### config.mk
export PLATFORM = sky130hd
export DESIGN_NAME = ocl_aes_block_packer_flat
export DESIGN_NICKNAME = d
export VERILOG_FILES = /design/src/rtl/ocl_aes_block_packer_if.sv /design/src/rtl/ocl_aes_block_packer.sv /design/src/flat_wrapper.sv
export SDC_FILE = /design/constraint.sdc
export NUM_CORES = 1
export LEC_CHECK = 0
export ABC_AREA = 1
export BUFFER_PORTS_ARGS = -buffer_cell sky130_fd_sc_hd__buf_4
export CORE_MARGIN = 2
export CORE_UTILIZATION = 35
export CTS_CLUSTER_SIZE = 16
export DETAILED_ROUTE_END_ITERATION = 10
export PLACE_DENSITY = 0.58
export SLEW_MARGIN = 20
export SYNTH_ARGS = -nofsm -noshare
export SYNTH_HDL_FRONTEND = slang
export SYNTH_SLANG_ARGS = --single-unit
export TNS_END_PERCENT = 20
### constraint.sdc
create_clock -name clk_main_a0 -period 14.55 [get_ports clk_main_a0]
set_input_delay 2.1825 -clock clk_main_a0 [delete_from_list [all_inputs] [get_ports clk_main_a0]]
set_output_delay 2.1825 -clock clk_main_a0 [all_outputs]
set_load 0.01 [all_outputs]
### src/rtl/ocl_aes_block_packer_if.sv
// OCL write strobe + AES block handshake + status bundle for ocl_aes_block_packer.
// slave = packer side, master = OCL/AES/read-mux side.
interface ocl_aes_block_packer_if #(
  parameter int DEPTH = 4
);
  localparam int CW = $clog2(DEPTH) + 1;

  logic          wr_valid;
  logic [31:0]   wr_addr;
  logic [31:0]   wr_data;
  logic          blk_valid;
  logic [127:0]  blk_data;
  logic          blk_ready;
  logic [CW-1:0] fifo_count;
  logic [1:0]    word_idx;
  logic          overflow;

  modport slave (
    input  wr_valid, wr_addr, wr_data, blk_ready,
    output blk_valid, blk_data, fifo_count, word_idx, overflow
  );

  modport master (
    output wr_valid, wr_addr, wr_data, blk_ready,
    input  blk_valid, blk_data, fifo_count, word_idx, overflow
  );
endinterface

### src/rtl/ocl_aes_block_packer.sv
// Packs four 32-bit OCL data writes into a 128-bit block and queues it for the AES core.
// Optional OCL_AES_PACK_BYTE_SWAP_EN byte-reverses each incoming word before storage.
module ocl_aes_block_packer #(
  parameter int          DEPTH     = 4,
  parameter logic [31:0] DATA_ADDR = 32'h0000_0510,
  parameter logic [31:0] CTRL_ADDR = 32'h0000_0514
) (
  input  logic                   clk_main_a0,
  input  logic                   rst_main,
  ocl_aes_block_packer_if.slave  bus
);
  localparam int AW = $clog2(DEPTH);
  localparam int CW = AW + 1;
  localparam logic [CW-1:0] FULL = CW'(DEPTH);

  logic [127:0]  mem_q [DEPTH];
  logic [31:0]   asm_q [3];
  logic [AW-1:0] rd_q, rd_d, wr_q, wr_d;
  logic [CW-1:0] cnt_q, cnt_d;
  logic [1:0]    widx_q, widx_d;
  logic          ovf_q, ovf_d;

  logic          data_wr, ctrl_wr, flush, clr_ovf;
  logic          pop, commit, push, drop;
  logic [31:0]   word_in;
  logic [127:0]  blk_new;

`ifdef OCL_AES_PACK_BYTE_SWAP_EN
  assign word_in = {bus.wr_data[7:0], bus.wr_data[15:8], bus.wr_data[23:16], bus.wr_data[31:24]};
`else
  assign word_in = bus.wr_data;
`endif

  assign data_wr = bus.wr_valid && (bus.wr_addr == DATA_ADDR);
  assign ctrl_wr = bus.wr_valid && (bus.wr_addr == CTRL_ADDR);
  assign flush   = ctrl_wr && bus.wr_data[0];
  assign clr_ovf = ctrl_wr && bus.wr_data[1];

  // Full + pop in the same cycle still accepts: the slot being vacated is the one written.
  assign pop     = (cnt_q != '0) && bus.blk_ready;
  assign commit  = data_wr && (widx_q == 2'd3);
  assign push    = commit && ((cnt_q < FULL) || pop);
  assign drop    = commit && !push;
  assign blk_new = {asm_q[0], asm_q[1], asm_q[2], word_in};

  always_comb begin
    rd_d   = rd_q;
    wr_d   = wr_q;
    cnt_d  = cnt_q;
    widx_d = widx_q;
    ovf_d  = ovf_q;
    if (flush) begin
      rd_d   = '0;
      wr_d   = '0;
      cnt_d  = '0;
      widx_d = '0;
    end else begin
      if (data_wr) widx_d = widx_q + 2'd1;
      if (push)    wr_d   = wr_q + 1'b1;
      if (pop)     rd_d   = rd_q + 1'b1;
      if (push && !pop)      cnt_d = cnt_q + 1'b1;
      else if (!push && pop) cnt_d = cnt_q - 1'b1;
      if (drop)    ovf_d  = 1'b1;
    end
    if (clr_ovf) ovf_d = 1'b0;
  end

  always_ff @(posedge clk_main_a0) begin
    if (rst_main) begin
      for (int i = 0; i < DEPTH; i++) mem_q[i] <= '0;
      for (int i = 0; i < 3; i++)     asm_q[i] <= '0;
      rd_q   <= '0;
      wr_q   <= '0;
      cnt_q  <= '0;
      widx_q <= '0;
      ovf_q  <= 1'b0;
    end else begin
      if (data_wr) begin
        case (widx_q)
          2'd0:    asm_q[0] <= word_in;
          2'd1:    asm_q[1] <= word_in;
          2'd2:    asm_q[2] <= word_in;
          default: ;
        endcase
      end
      if (push) mem_q[wr_q] <= blk_new;
      rd_q   <= rd_d;
      wr_q   <= wr_d;
      cnt_q  <= cnt_d;
      widx_q <= widx_d;
      ovf_q  <= ovf_d;
    end
  end

  // Head is read from registered storage, so blk_ready never reaches the outputs combinationally.
  assign bus.blk_valid  = (cnt_q != '0);
  assign bus.blk_data   = mem_q[rd_q];
  assign bus.fifo_count = cnt_q;
  assign bus.word_idx   = widx_q;
  assign bus.overflow   = ovf_q;
endmodule

### src/flat_wrapper.sv
// flat-port wrapper written by rule: the top's interface ports become plain ports
module ocl_aes_block_packer_flat 
#(
  parameter int          DEPTH     = 4,
  parameter logic [31:0] DATA_ADDR = 32'h0000_0510,
  parameter logic [31:0] CTRL_ADDR = 32'h0000_0514
)
  (clk_main_a0, rst_main, bus_wr_valid, bus_wr_addr, bus_wr_data, bus_blk_ready, bus_blk_valid, bus_blk_data, bus_fifo_count, bus_word_idx, bus_overflow);
  ocl_aes_block_packer_if #(.DEPTH(DEPTH)) bus_i ();
  input  logic clk_main_a0;
  input  logic rst_main;
  input wire logic [$bits(bus_i.wr_valid)-1:0] bus_wr_valid;
  input wire logic [$bits(bus_i.wr_addr)-1:0] bus_wr_addr;
  input wire logic [$bits(bus_i.wr_data)-1:0] bus_wr_data;
  input wire logic [$bits(bus_i.blk_ready)-1:0] bus_blk_ready;
  output wire logic [$bits(bus_i.blk_valid)-1:0] bus_blk_valid;
  output wire logic [$bits(bus_i.blk_data)-1:0] bus_blk_data;
  output wire logic [$bits(bus_i.fifo_count)-1:0] bus_fifo_count;
  output wire logic [$bits(bus_i.word_idx)-1:0] bus_word_idx;
  output wire logic [$bits(bus_i.overflow)-1:0] bus_overflow;
  assign bus_i.wr_valid = bus_wr_valid;
  assign bus_i.wr_addr = bus_wr_addr;
  assign bus_i.wr_data = bus_wr_data;
  assign bus_i.blk_ready = bus_blk_ready;
  assign bus_blk_valid = bus_i.blk_valid;
  assign bus_blk_data = bus_i.blk_data;
  assign bus_fifo_count = bus_i.fifo_count;
  assign bus_word_idx = bus_i.word_idx;
  assign bus_overflow = bus_i.overflow;
  ocl_aes_block_packer #(.DEPTH(DEPTH), .DATA_ADDR(DATA_ADDR), .CTRL_ADDR(CTRL_ADDR)) u_core (.clk_main_a0(clk_main_a0), .rst_main(rst_main), .bus(bus_i));
endmodule
==> impl_metrics.tcl <==
set metrics [dict create \
    status "completed" \
    grt_overflow 0 \
    vias_per_cell 5.26 \
    synthArstFlopShare_pct 0 \
    holdCritPathClass "reg2reg" \
    num_vias 18100 \
    skew_ns 0.0197 \
    p_seq_share_pct 54.9 \
    fin_crit_ns 6.09 \
    routed.top_layer "met5" \
    cts_root_buf "clkbuf_16" \
    post_cts_buffers 0 \
    grt_max_degree 181 \
    fin_crit_sh_pct 41.8 \
    vdd_drop_max_v 0.0000886 \
    p_leak_nw 10.4 \
    synth_seq_cells 620 \
    gp_congestion 0.761 \
    setup_violations 0 \
    synth_edf_count 608 \
    ant_nets 0 \
    dieWidth_um 283 \
    synth_ff_type "edfxtp_1" \
    switching_share_pct 21.5 \
    crit_fanout 51 \
    max-clock-path-buffers 3 \
    p_int_mw 2.94 \
    instances_no_fill 3435 \
    initial_utilization_pct 35.2 \
    clkPwrFrac_pct 40.9 \
    ys_seq_area_share_pct 68.1 \
    clock_latency_ns 0.63 \
    wl_met1_um 33600 \
    dieArea_mm2 0.0798 \
    routed_wl_um 77400 \
    pin_count 203 \
    postSynthCellCount 2233 \
    final_max_slew_viol_count 0 \
    grt_usage_pct 19.1 \
    wl_per_cell_um 22.5 \
    pwr-share-comb_pct 4.2 \
    num-fill-cells 7261 \
    power_switching_uw 806 \
    yosysTopAreaCellShare_pct 67.2 \
    antenna_found_initial 6 \
    drtIter0Drc 1591 \
    dr_wl_met3_um 5300 \
    synthSimpleGateAreaFrac_pct 18.2 \
    synth_compound_area_share_pct 7.94 \
    synth_common_cells "edfxtp_1, nor2_1, o21ai_0" \
    area_delta_synth_final_pct 15.8 \
    slew_headroom_pct 20.3 \
    ys_warn_count 0 \
    synth_xor_area_share_pct 0.0968 \
    firstDrtPassIters 5 \
    arrival_ns 6.33 \
    grt_pass1_vias 17600 \
    worst_pin_slew_ns 1.19 \
    syn_avg_cell_area_um2 12.2 \
    dp_cells 3322 \
    drc 0 \
    syn-num-nets 2307 \
    syn_area_mm2 0.0272 \
    timing.fmax_mhz 164 \
    core_area_mm2 0.0771 \
    hpwl_um 43600 \
    synth_top_family_by_area "simple AND/OR/NAND/NOR gates" \
    yosysTopAreaCell "edfxtp_1" \
    worst-setup-path-type "in2reg" \
    final_nets 2418 \
    yosysUniqueCellTypes 28 \
    cts.hold.buffers_added 0 \
    grt_setup_unrepaired "false" \
    cts_resized 0 \
    cts_buffers 60 \
    io_buffers 202 \
    cp-start-kind "input port" \
    synthAdderAreaFrac_pct 0.304 \
    setup_tns_ns 0 \
    n_antenna_cell 0 \
    grt_pass1_wl_um 114000 \
    synth_most_common_cell "edfxtp_1" \
    rows 102 \
    die_height_um 283 \
    final_layout_size_suffix_gt1_share_pct 23.9 \
    clkSinkCount 620 \
    crit_path_end_kind "flop" \
    met2WireLength_um 34900 \
    muxShareOfSynthArea_pct 0 \
    max_cap_violations 0 \
    hold_viol 0 \
    power.density_mw_per_mm2 119 \
    synthTopCellsByArea "edfxtp_1, nor3_2, nor2_1, o21ai_0, nor3_1" \
    path_clk_slew_ns 0.07 \
    cts_tree "yes" \
    h-tree-depth 2 \
    crit_required_ns 14.80 \
]
[per-layer routing]
layer,up-vias,track usage [%]
met5,-,0
met4,2,8.61
met3,148,2.92
met2,717,29.5
met1,8946,26.6
li1,8238,-
[path summary, 6_finish.rpt]
kind / start / endpoint / slack, ns / depth (start not counted)
setup / recovery: bus_wr_addr[21] / u_core.mem_q[3][93]$_DFFE_PP_ / 8.46 / 10
hold / removal: u_core.bus.overflow$_SDFFE_PP0P_ / u_core.bus.overflow$_SDFFE_PP0P_ / 0.48 / 2
setup reg to reg: u_core.bus.fifo_count[0]$_SDFFE_PP0P_ / u_core.mem_q[3][93]$_DFFE_PP_ / 10.16 / 8
hold reg to reg: u_core.bus.overflow$_SDFFE_PP0P_ / u_core.bus.overflow$_SDFFE_PP0P_ / 0.48 / 2
[cell type report]
| cell class | instances | area (um2) | area share [%] |
|---|---|---|---|
| clock buffers | 77 | 1590 | 5.04 |
| clock inverters | 36 | 310 | 0.987 |
| inverters | 145 | 554 | 1.76 |
| multi-input cells | 1278 | 7360 | 23.4 |
| flip-flops and latches | 620 | 18500 | 58.8 |
| well taps | 1040 | 1300 | 4.14 |
| repair buffers | 239 | 1830 | 5.81 |
[metrics by stage]
stage	utilization [%]	setup WS [ns]	hold slack, ns	area, um2	total power [mW]
floorplan	-	1.66	0.467	27200	2.18
global placement	38.3	7.77	0.464	29500	2.25
detailed placement	38.3	7.69	0.456	29600	2.25
CTS	40.8	8.35	0.473	31400	3.77
global route	40.8	8.08	0.480	31400	3.85
finish	40.8	8.46	0.476	31400	3.75
[power groups by stage]
stage | logic, mW | clock network, mW | registers, mW
floorplan | 0.0698 | 0 | 2.11
global placement | 0.159 | 0 | 2.09
detailed placement | 0.161 | 0 | 2.09
CTS | 0.161 | 1.55 | 2.06
global route | 0.170 | 1.62 | 2.06
finish | 0.157 | 1.53 | 2.06
[cell usage in the layout, fill, tap and decap left out, types with 2 or more instances in the layout]
| cell type | synthesis | final |
|---|---|---|
| inv_1 | 143 | 141 |
| nand2_1 | 33 | 29 |
| inv_6 | 0 | 3 |
| o21ai_0 | 261 | 257 |
| xor2_1 | 2 | 2 |
| buf_4 | 5 | 237 |
| nand4_1 | 2 | 2 |
| clkinv_1 | 2 | 17 |
| o21ai_4 | 0 | 4 |
| ha_1 | 5 | 5 |
| o22ai_1 | 128 | 128 |
| clkinvlp_4 | 0 | 5 |
| clkinv_2 | 0 | 8 |
| dfxtp_4 | 0 | 2 |
| nor3_2 | 220 | 235 |
| a21oi_1 | 8 | 8 |
| nor2_1 | 410 | 410 |
| nor3_1 | 196 | 180 |
| clkbuf_1 | 124 | 16 |
| edfxtp_1 | 608 | 608 |
| bufinv_16 | 0 | 5 |
| clkinv_4 | 0 | 2 |
| nand2_4 | 0 | 3 |
| nand3_1 | 5 | 5 |
| dfxtp_1 | 12 | 10 |
| clkbuf_16 | 0 | 61 |
[state kept, by name, summed over array words and instances (netlist names), named ones only]
| name | count |
|---|---|
| u_core.mem_q | 512 |
| u_core.asm_q | 96 |
| u_core.bus.fifo_count | 3 |
| u_core.bus.word_idx | 2 |
| u_core.rd_q | 2 |
| u_core.wr_q | 2 |
| u_core.bus.overflow | 1 |
[worst max-delay path: stages]
cell and delay, ns:
buf_4 0.11, nor2_1 0.09, nand2_1 0.05, nor2_1 0.18, nand3_1 0.12, nor2_2 0.41
nand3_1 0.54, o21ai_4 1.00, buf_4 0.77, buf_4 0.74
[logic make-up after synthesis]
family / after synthesis
compound gates: 398
fa+ha+maj: 6
xor+xnor: 3
flops: 620
simple gates: 871
buf+inv: 335
(Power assumes the default switching activity.)
